$ cat src/rtl/ysyx_210247_mem_bridge_pkg.sv
// Shared constants for the cache-line to AXI4 memory bridge.
// Line geometry, AXI encodings and the line-alignment helper.
package ysyx_210247_mem_bridge_pkg;

  localparam int          RW_DATA_WIDTH  = 128;
  localparam logic [63:0] ZERO_WORD      = 64'h0;

  localparam logic [1:0]  AXI_BURST_INCR = 2'b01;
  localparam logic [2:0]  AXI_SIZE_8B    = 3'b011;
  localparam logic [1:0]  AXI_RESP_OKAY  = 2'b00;
  localparam logic [7:0]  AXI_LEN_LINE   = 8'd1;

  function automatic logic [31:0] line_addr(
    input logic [31:0] a
  );
    return {a[31:4], 4'b0};
  endfunction

endpackage

$ cat src/rtl/ysyx_210247_mem_bridge.sv
// Cache line fill / write-back bridge onto a 64-bit AXI4 port.
// One flat FSM, one outstanding burst of two beats, 128-bit line buffer.
module ysyx_210247_mem_bridge
  import ysyx_210247_mem_bridge_pkg::*;
#(
  parameter int                  AXI_ID_W = 4,
  parameter logic [AXI_ID_W-1:0] AXI_ID   = 4'd0
) (
  input  logic                     clk,
  input  logic                     rst,

  input  logic [31:0]              mem_req_addr,
  input  logic [RW_DATA_WIDTH-1:0] mem_req_data,
  input  logic                     mem_req_wen,
  input  logic [1:0]               mem_req_size,
  input  logic [7:0]               mem_req_strb,
  input  logic                     mem_req_valid,
  output logic                     mem_resp_valid,
  output logic [RW_DATA_WIDTH-1:0] mem_resp_data,

  output logic                     aw_valid,
  input  logic                     aw_ready,
  output logic [31:0]              aw_addr,
  output logic [AXI_ID_W-1:0]      aw_id,
  output logic [7:0]               aw_len,
  output logic [2:0]               aw_size,
  output logic [1:0]               aw_burst,

  output logic                     w_valid,
  input  logic                     w_ready,
  output logic [63:0]              w_data,
  output logic [7:0]               w_strb,
  output logic                     w_last,

  input  logic                     b_valid,
  output logic                     b_ready,
  input  logic [1:0]               b_resp,

  output logic                     ar_valid,
  input  logic                     ar_ready,
  output logic [31:0]              ar_addr,
  output logic [AXI_ID_W-1:0]      ar_id,
  output logic [7:0]               ar_len,
  output logic [2:0]               ar_size,
  output logic [1:0]               ar_burst,

  input  logic                     r_valid,
  output logic                     r_ready,
  input  logic [63:0]              r_data,
  input  logic [1:0]               r_resp,
  input  logic                     r_last,

  output logic                     bus_err
);

  typedef enum logic [2:0] {
    IDLE,
    WADDR,
    WDATA,
    WRESP,
    RADDR,
    RDATA,
    RESP,
    RELEASE
  } state_t;

  state_t                   state;
  logic [RW_DATA_WIDTH-1:0] data_q;
  logic [RW_DATA_WIDTH-1:0] line_q;
  logic [RW_DATA_WIDTH-1:0] line_nxt;
  logic                     beat_q;
  logic                     dropped;
  logic                     keep;
  logic                     unused_inputs;

  assign unused_inputs = ^{mem_req_size, mem_req_strb,
                           mem_req_addr[3:0]};

  assign aw_id    = AXI_ID;
  assign aw_len   = AXI_LEN_LINE;
  assign aw_size  = AXI_SIZE_8B;
  assign aw_burst = AXI_BURST_INCR;
  assign ar_id    = AXI_ID;
  assign ar_len   = AXI_LEN_LINE;
  assign ar_size  = AXI_SIZE_8B;
  assign ar_burst = AXI_BURST_INCR;

  assign w_strb = 8'hFF;
  assign w_data = beat_q ? data_q[127:64] : data_q[63:0];
  assign w_last = w_valid & beat_q;

  // A request that dropped at any point gets no completion pulse.
  assign keep = mem_req_valid & ~dropped;

  always_comb begin
    line_nxt = line_q;
    if (beat_q) line_nxt[127:64] = r_data;
    else        line_nxt[63:0]   = r_data;
  end

  always_ff @(posedge clk or posedge rst) begin
    if (rst) begin
      state          <= IDLE;
      data_q         <= '0;
      line_q         <= '0;
      beat_q         <= 1'b0;
      dropped        <= 1'b0;
      mem_resp_valid <= 1'b0;
      mem_resp_data  <= '0;
      aw_valid       <= 1'b0;
      aw_addr        <= '0;
      w_valid        <= 1'b0;
      b_ready        <= 1'b0;
      ar_valid       <= 1'b0;
      ar_addr        <= '0;
      r_ready        <= 1'b0;
      bus_err        <= 1'b0;
    end else begin
      mem_resp_valid <= 1'b0;
      if (!mem_req_valid) dropped <= 1'b1;
      if ((b_valid && b_ready && b_resp != AXI_RESP_OKAY) ||
          (r_valid && r_ready && r_resp != AXI_RESP_OKAY))
        bus_err <= 1'b1;
      unique case (state)
        IDLE: begin
          if (mem_req_valid) begin
            data_q  <= mem_req_data;
            line_q  <= '0;
            beat_q  <= 1'b0;
            dropped <= 1'b0;
            if (mem_req_wen) begin
              aw_addr  <= line_addr(mem_req_addr);
              aw_valid <= 1'b1;
              state    <= WADDR;
            end else begin
              ar_addr  <= line_addr(mem_req_addr);
              ar_valid <= 1'b1;
              state    <= RADDR;
            end
          end
        end
        WADDR: begin
          if (aw_ready) begin
            aw_valid <= 1'b0;
            w_valid  <= 1'b1;
            state    <= WDATA;
          end
        end
        WDATA: begin
          if (w_ready) begin
            beat_q <= ~beat_q;
            if (beat_q) begin
              w_valid <= 1'b0;
              b_ready <= 1'b1;
              state   <= WRESP;
            end
          end
        end
        WRESP: begin
          if (b_valid) begin
            b_ready        <= 1'b0;
            mem_resp_valid <= keep;
            mem_resp_data  <= {ZERO_WORD, ZERO_WORD};
            state          <= RESP;
          end
        end
        RADDR: begin
          if (ar_ready) begin
            ar_valid <= 1'b0;
            r_ready  <= 1'b1;
            state    <= RDATA;
          end
        end
        RDATA: begin
          if (r_valid) begin
            beat_q <= ~beat_q;
            line_q <= line_nxt;
            if (r_last) begin
              r_ready        <= 1'b0;
              mem_resp_valid <= keep;
              mem_resp_data  <= keep ? line_nxt : '0;
              state          <= RESP;
            end
          end
        end
        RESP: begin
          mem_resp_data <= '0;
          state         <= dropped ? IDLE : RELEASE;
        end
        RELEASE: begin
          if (!mem_req_valid) state <= IDLE;
        end
        default: state <= IDLE;
      endcase
    end
  end

endmodule

$ cat config.mk
export PLATFORM = sky130hd
export DESIGN_NAME = ysyx_210247_mem_bridge
export DESIGN_NICKNAME = d
export VERILOG_FILES = /design/src/rtl/ysyx_210247_mem_bridge_pkg.sv /design/src/rtl/ysyx_210247_mem_bridge.sv
export SDC_FILE = /design/constraint.sdc
export NUM_CORES = 1
export LEC_CHECK = 0
export ABC_AREA = 1
export BUFFER_PORTS_ARGS = -buffer_cell sky130_fd_sc_hd__clkbuf_2
export CORE_MARGIN = 2
export CORE_UTILIZATION = 40
export CTS_CLUSTER_DIAMETER = 120
export CTS_CLUSTER_SIZE = 12
export DETAILED_ROUTE_END_ITERATION = 10
export GPL_TIMING_DRIVEN = 0
export PLACE_DENSITY = 0.66
export REMOVE_ABC_BUFFERS = 1
export SYNTH_ARGS = -nofsm -noshare
export SYNTH_HDL_FRONTEND = slang
export SYNTH_SLANG_ARGS = --single-unit
export TNS_END_PERCENT = 30
$ cat constraint.sdc
create_clock -name clk -period 12.2 [get_ports clk]
set_input_delay 0.61 -clock clk [delete_from_list [all_inputs] [get_ports clk]]
set_output_delay 0.61 -clock clk [all_outputs]
set_load 0.01 [all_outputs]
==> metrics.csv <==
stage,metric,value,unit
timing,totalNegativeSetupSlack,0,ns
setup_path,critical_path.startpoint_type,flop,
setup_path,critical-path-top-delay-family,simple AND/OR/NAND/NOR gates,
placed_design,dp_hpwl,37300,µm
timing,fmaxAchievable,0.261,GHz
logic_synthesis,number_of_synthesized_flops_with_an_enable_pin,0,
logic_synthesis,synthCells,2551,
logic_synthesis,synth_async_sr_flop_share,100,%
clock_tree,cts_tree,built,
run,drv.max_cap_violation_count,0,
status,status,"finished, final reports clean",
finish,drive_gt1_share,22.5,%
logic_synthesis,synth_ff_type,dfrtp_1,
setup_path,cp_num_buf_inv,4,
logic_synthesis,synth_area_leader_cell,dfrtp_1,
placed_design,dpl_cell_area,23800,µm²
clock_tree,postCtsSetupRepairBufs,0,
detailed_routing,drtAntennaViolNets,0,
clock_tree,clock_sinks,452,
grt,grt_overall_usage,20.1,%
logic_synthesis,area_share_of_fa_ha_maj_cells_after_synthesis,0,%
logic_synthesis,postSynthRegisterBits,452,
logic_synthesis,post_synth_top_area_share,53.4,%
detailed_routing,routed_length_per_placed_instance,15.6,µm
detailed_routing,route.vias.total,18100,
clock_tree,cts-buffers-inserted,43,
finish,layout.nets,3166,
clock_tree,clk_lat_worst_skew,0.56,ns
setup_path,data_required_time_of_the_critical_path,12.70,ns
finish,antennaDiodeCount,0,
clock_tree,clockBufferDepth,3,
setup_path,crit_path_kind,flop to flop,
finish,area_growth,17.6,%
logic_synthesis,synth-simple-area-share,23.4,%
setup_path,setup.reg_to_reg.worst_slack,8.37,ns
timing,post-route-period-util,31.4,%
setup_path,reg2reg_to,line_q[93],
logic_synthesis,syn_avg_cell_area,8.31,µm²
logic_synthesis,synthXorXnorAreaFrac,0,%
logic_synthesis,synth-compound-area-share,12.9,%
logic_synthesis,yosys_warnings,0,
worst_hold_path,min_path_type,primary input to async pin,
setup_path,max_stage_delay,0.97,ns
logic_synthesis,netlist_top_cells_area,"dfrtp_1 53%, nand2_1 16%, o21ai_0 8.2%",
clock_tree,cts_htree_levels,2,
finish,layout.cell_area.non_filler,24900,µm²
setup_path,crit_path_cell_trace,inv_1 > nand2_2 > nor2_4 > o21bai_4 > buf_12 > buf_12 > buf_16 > nand2_1 > nand2_1,
logic_synthesis,synth_mux_area_share,0,%
detailed_routing,drt-pass1-iter-count,7,
setup_path,critical-path-slowest-cell,nand2_2,
die,core-area,52400,µm²
logic_synthesis,yosysUniqueCellTypes,31,
placed_design,portBuffers,489,
placed_design,place_worst_setup_slack,8.39,ns
timing,fin_crit,3.83,ns
die,io-pin-count,554,
logic_synthesis,synth_most_common_cell,nand2_1,
clock_tree,clock-root-buffer,clkbuf_16,
timing,final-hold-violation-count,0,
timing,final-setup-viol-count,0,
clock_tree,cts-resized-gates,0,
timing,max_slew.worst_pin.slew,1.33,ns
timing,worst_slack,8.37,ns
clock_tree,clk_pin_slew,0.07,ns
logic_synthesis,combinational_family_with_the_most_area_after_synthesis,simple AND/OR/NAND/NOR gates,
pwr,power_density_over_the_cells,218,nW/µm²
setup_path,worst_r2r_path_depth,9,
logic_synthesis,leading_post_synthesis_cells_by_instance_count,"914 x nand2_1, 452 x dfrtp_1, 347 x o21ai_0, 271 x nand3_1, 156 x inv_1",
grt,antenna_violations_before_repair,4,
grt,grt_first_pass_wirelength,89200,µm
timing,clock-skew-final,0.0166,ns
detailed_routing,post_drt_via_cell_ratio,5.02,
die,die_y,234,µm
setup_path,crit_path_max_fanout,66,
detailed_routing,drcViolationCount,0,
timing,maxSlewHeadroom,11.6,%
logic_synthesis,synth-seq-area-share,53.4,%
die,floorplan.die.width,234,µm
setup_path,critical_path.reg2reg.startpoint,state[2],
pwr,irDropWorstVdd,0.000152,V
clock_tree,cts_hold_repair.buffers,0,
setup_path,setup.worst_path.end_class,flop,
logic_synthesis,syn-cell-area,21200,µm²
pwr,p_leak,12.9,nW
timing,grt_setup_unrepaired,false,
grt,grt_max_degree,134,
detailed_routing,drt_iter0_markers,1301,
placed_design,finalWeightedCongestion,0.822,
setup_path,worstPathArrival,4.33,ns
grt,grt_overflow_total,0,
die,starting_density_of_the_core,40.4,%
die,die-area,54800,µm²
die,std_cell_rows,84,
finish,final.fill_count,5090,
detailed_routing,route.final.wire_length,56200,µm
grt,grt_pass1_vias,17400,
timing,slew_violations,0,
==> registers in the layout, summed over array words and instances, names as in the netlist <==
name,count
data_q,128
line_q,128
mem_resp_data,128
ar_addr,28
aw_addr,28
state,3
ar_valid,1
aw_valid,1
b_ready,1
beat_q,1
bus_err,1
dropped,1
mem_resp_valid,1
r_ready,1
w_valid,1
==> cell type report <==
type	instances	area (µm²)	area share, %
clock inverter	1	30.0	0.121
multi-input combinational	1748	7900	31.7
sequential	452	11300	45.4
timing repair buffer	514	3060	12.3
tap	688	861	3.46
clock buffer	46	1130	4.54
inverter	159	614	2.47
==> metal layers <==
| metal | GRT usage [%] | wire [µm] |
|---|---|---|
| met1 | 25.8 | 23400 |
| met2 | 32.8 | 26400 |
| met3 | 5.50 | 4870 |
| met4 | 6.45 | 1470 |
| met5 | 0 | 24 |
==> kinds of logic after synthesis <==
group                  count (synthesis)
DFF                                  452
other                                  2
buffers and inverters                399
and+or+nand+nor                     1212
AOI/OAI and AO/OA                    486
==> placed cells by master (no fill, tap or decap), drive strengths merged, types with 4 or more instances in the layout <==
master,instances
nand2,916
clkbuf,535
o21ai,479
dfrtp,452
nand3,273
inv,159
conb,50
buf,25
nor2,16
nand4,4
a21oi,4
==> worst max path at each step <==
stage	slack, ns	startpoint	end	depth (start not counted)
detailed placement	8.39	state[2]	line_q[93]	9
global placement	-5.94	rst	line_q[49]	2
global route	8.06	state[2]	line_q[24]	9
finish	8.37	state[2]	line_q[93]	9
floorplan	-1.01	rst	ar_addr[10]	1
CTS	8.39	state[2]	line_q[92]	9
==> where the power goes <==
group	leakage, nW	switching, mW	total [mW]	internal [mW]
sequential	5.96	0.247	2.20	1.95
clock	0.570	0.549	1.22	0.669
combinational	6.37	1.38	2.02	0.633
==> worst register-to-register path: cells and delay by family, from the launching register on <==
kind | cells | cell delay (ns)
AOI/OAI and AO/OA | 1 | 0.80
buffers and inverters | 4 | 1.02
DFF | 1 | 0.59
and+or+nand+nor | 4 | 1.37
==> through the flow <==
step,utilization (%),hold WS [ns],instances,power [mW]
global route,47.5,0.119,3608,5.82
detailed placement,45.3,0.458,3561,4.24
global placement,44.0,0.453,3536,4.09
floorplan,-,0.442,2359,3.38
finish,47.5,0.0990,3608,5.43
CTS,47.5,0.0693,3608,5.49
(Power assumes the default switching activity.)
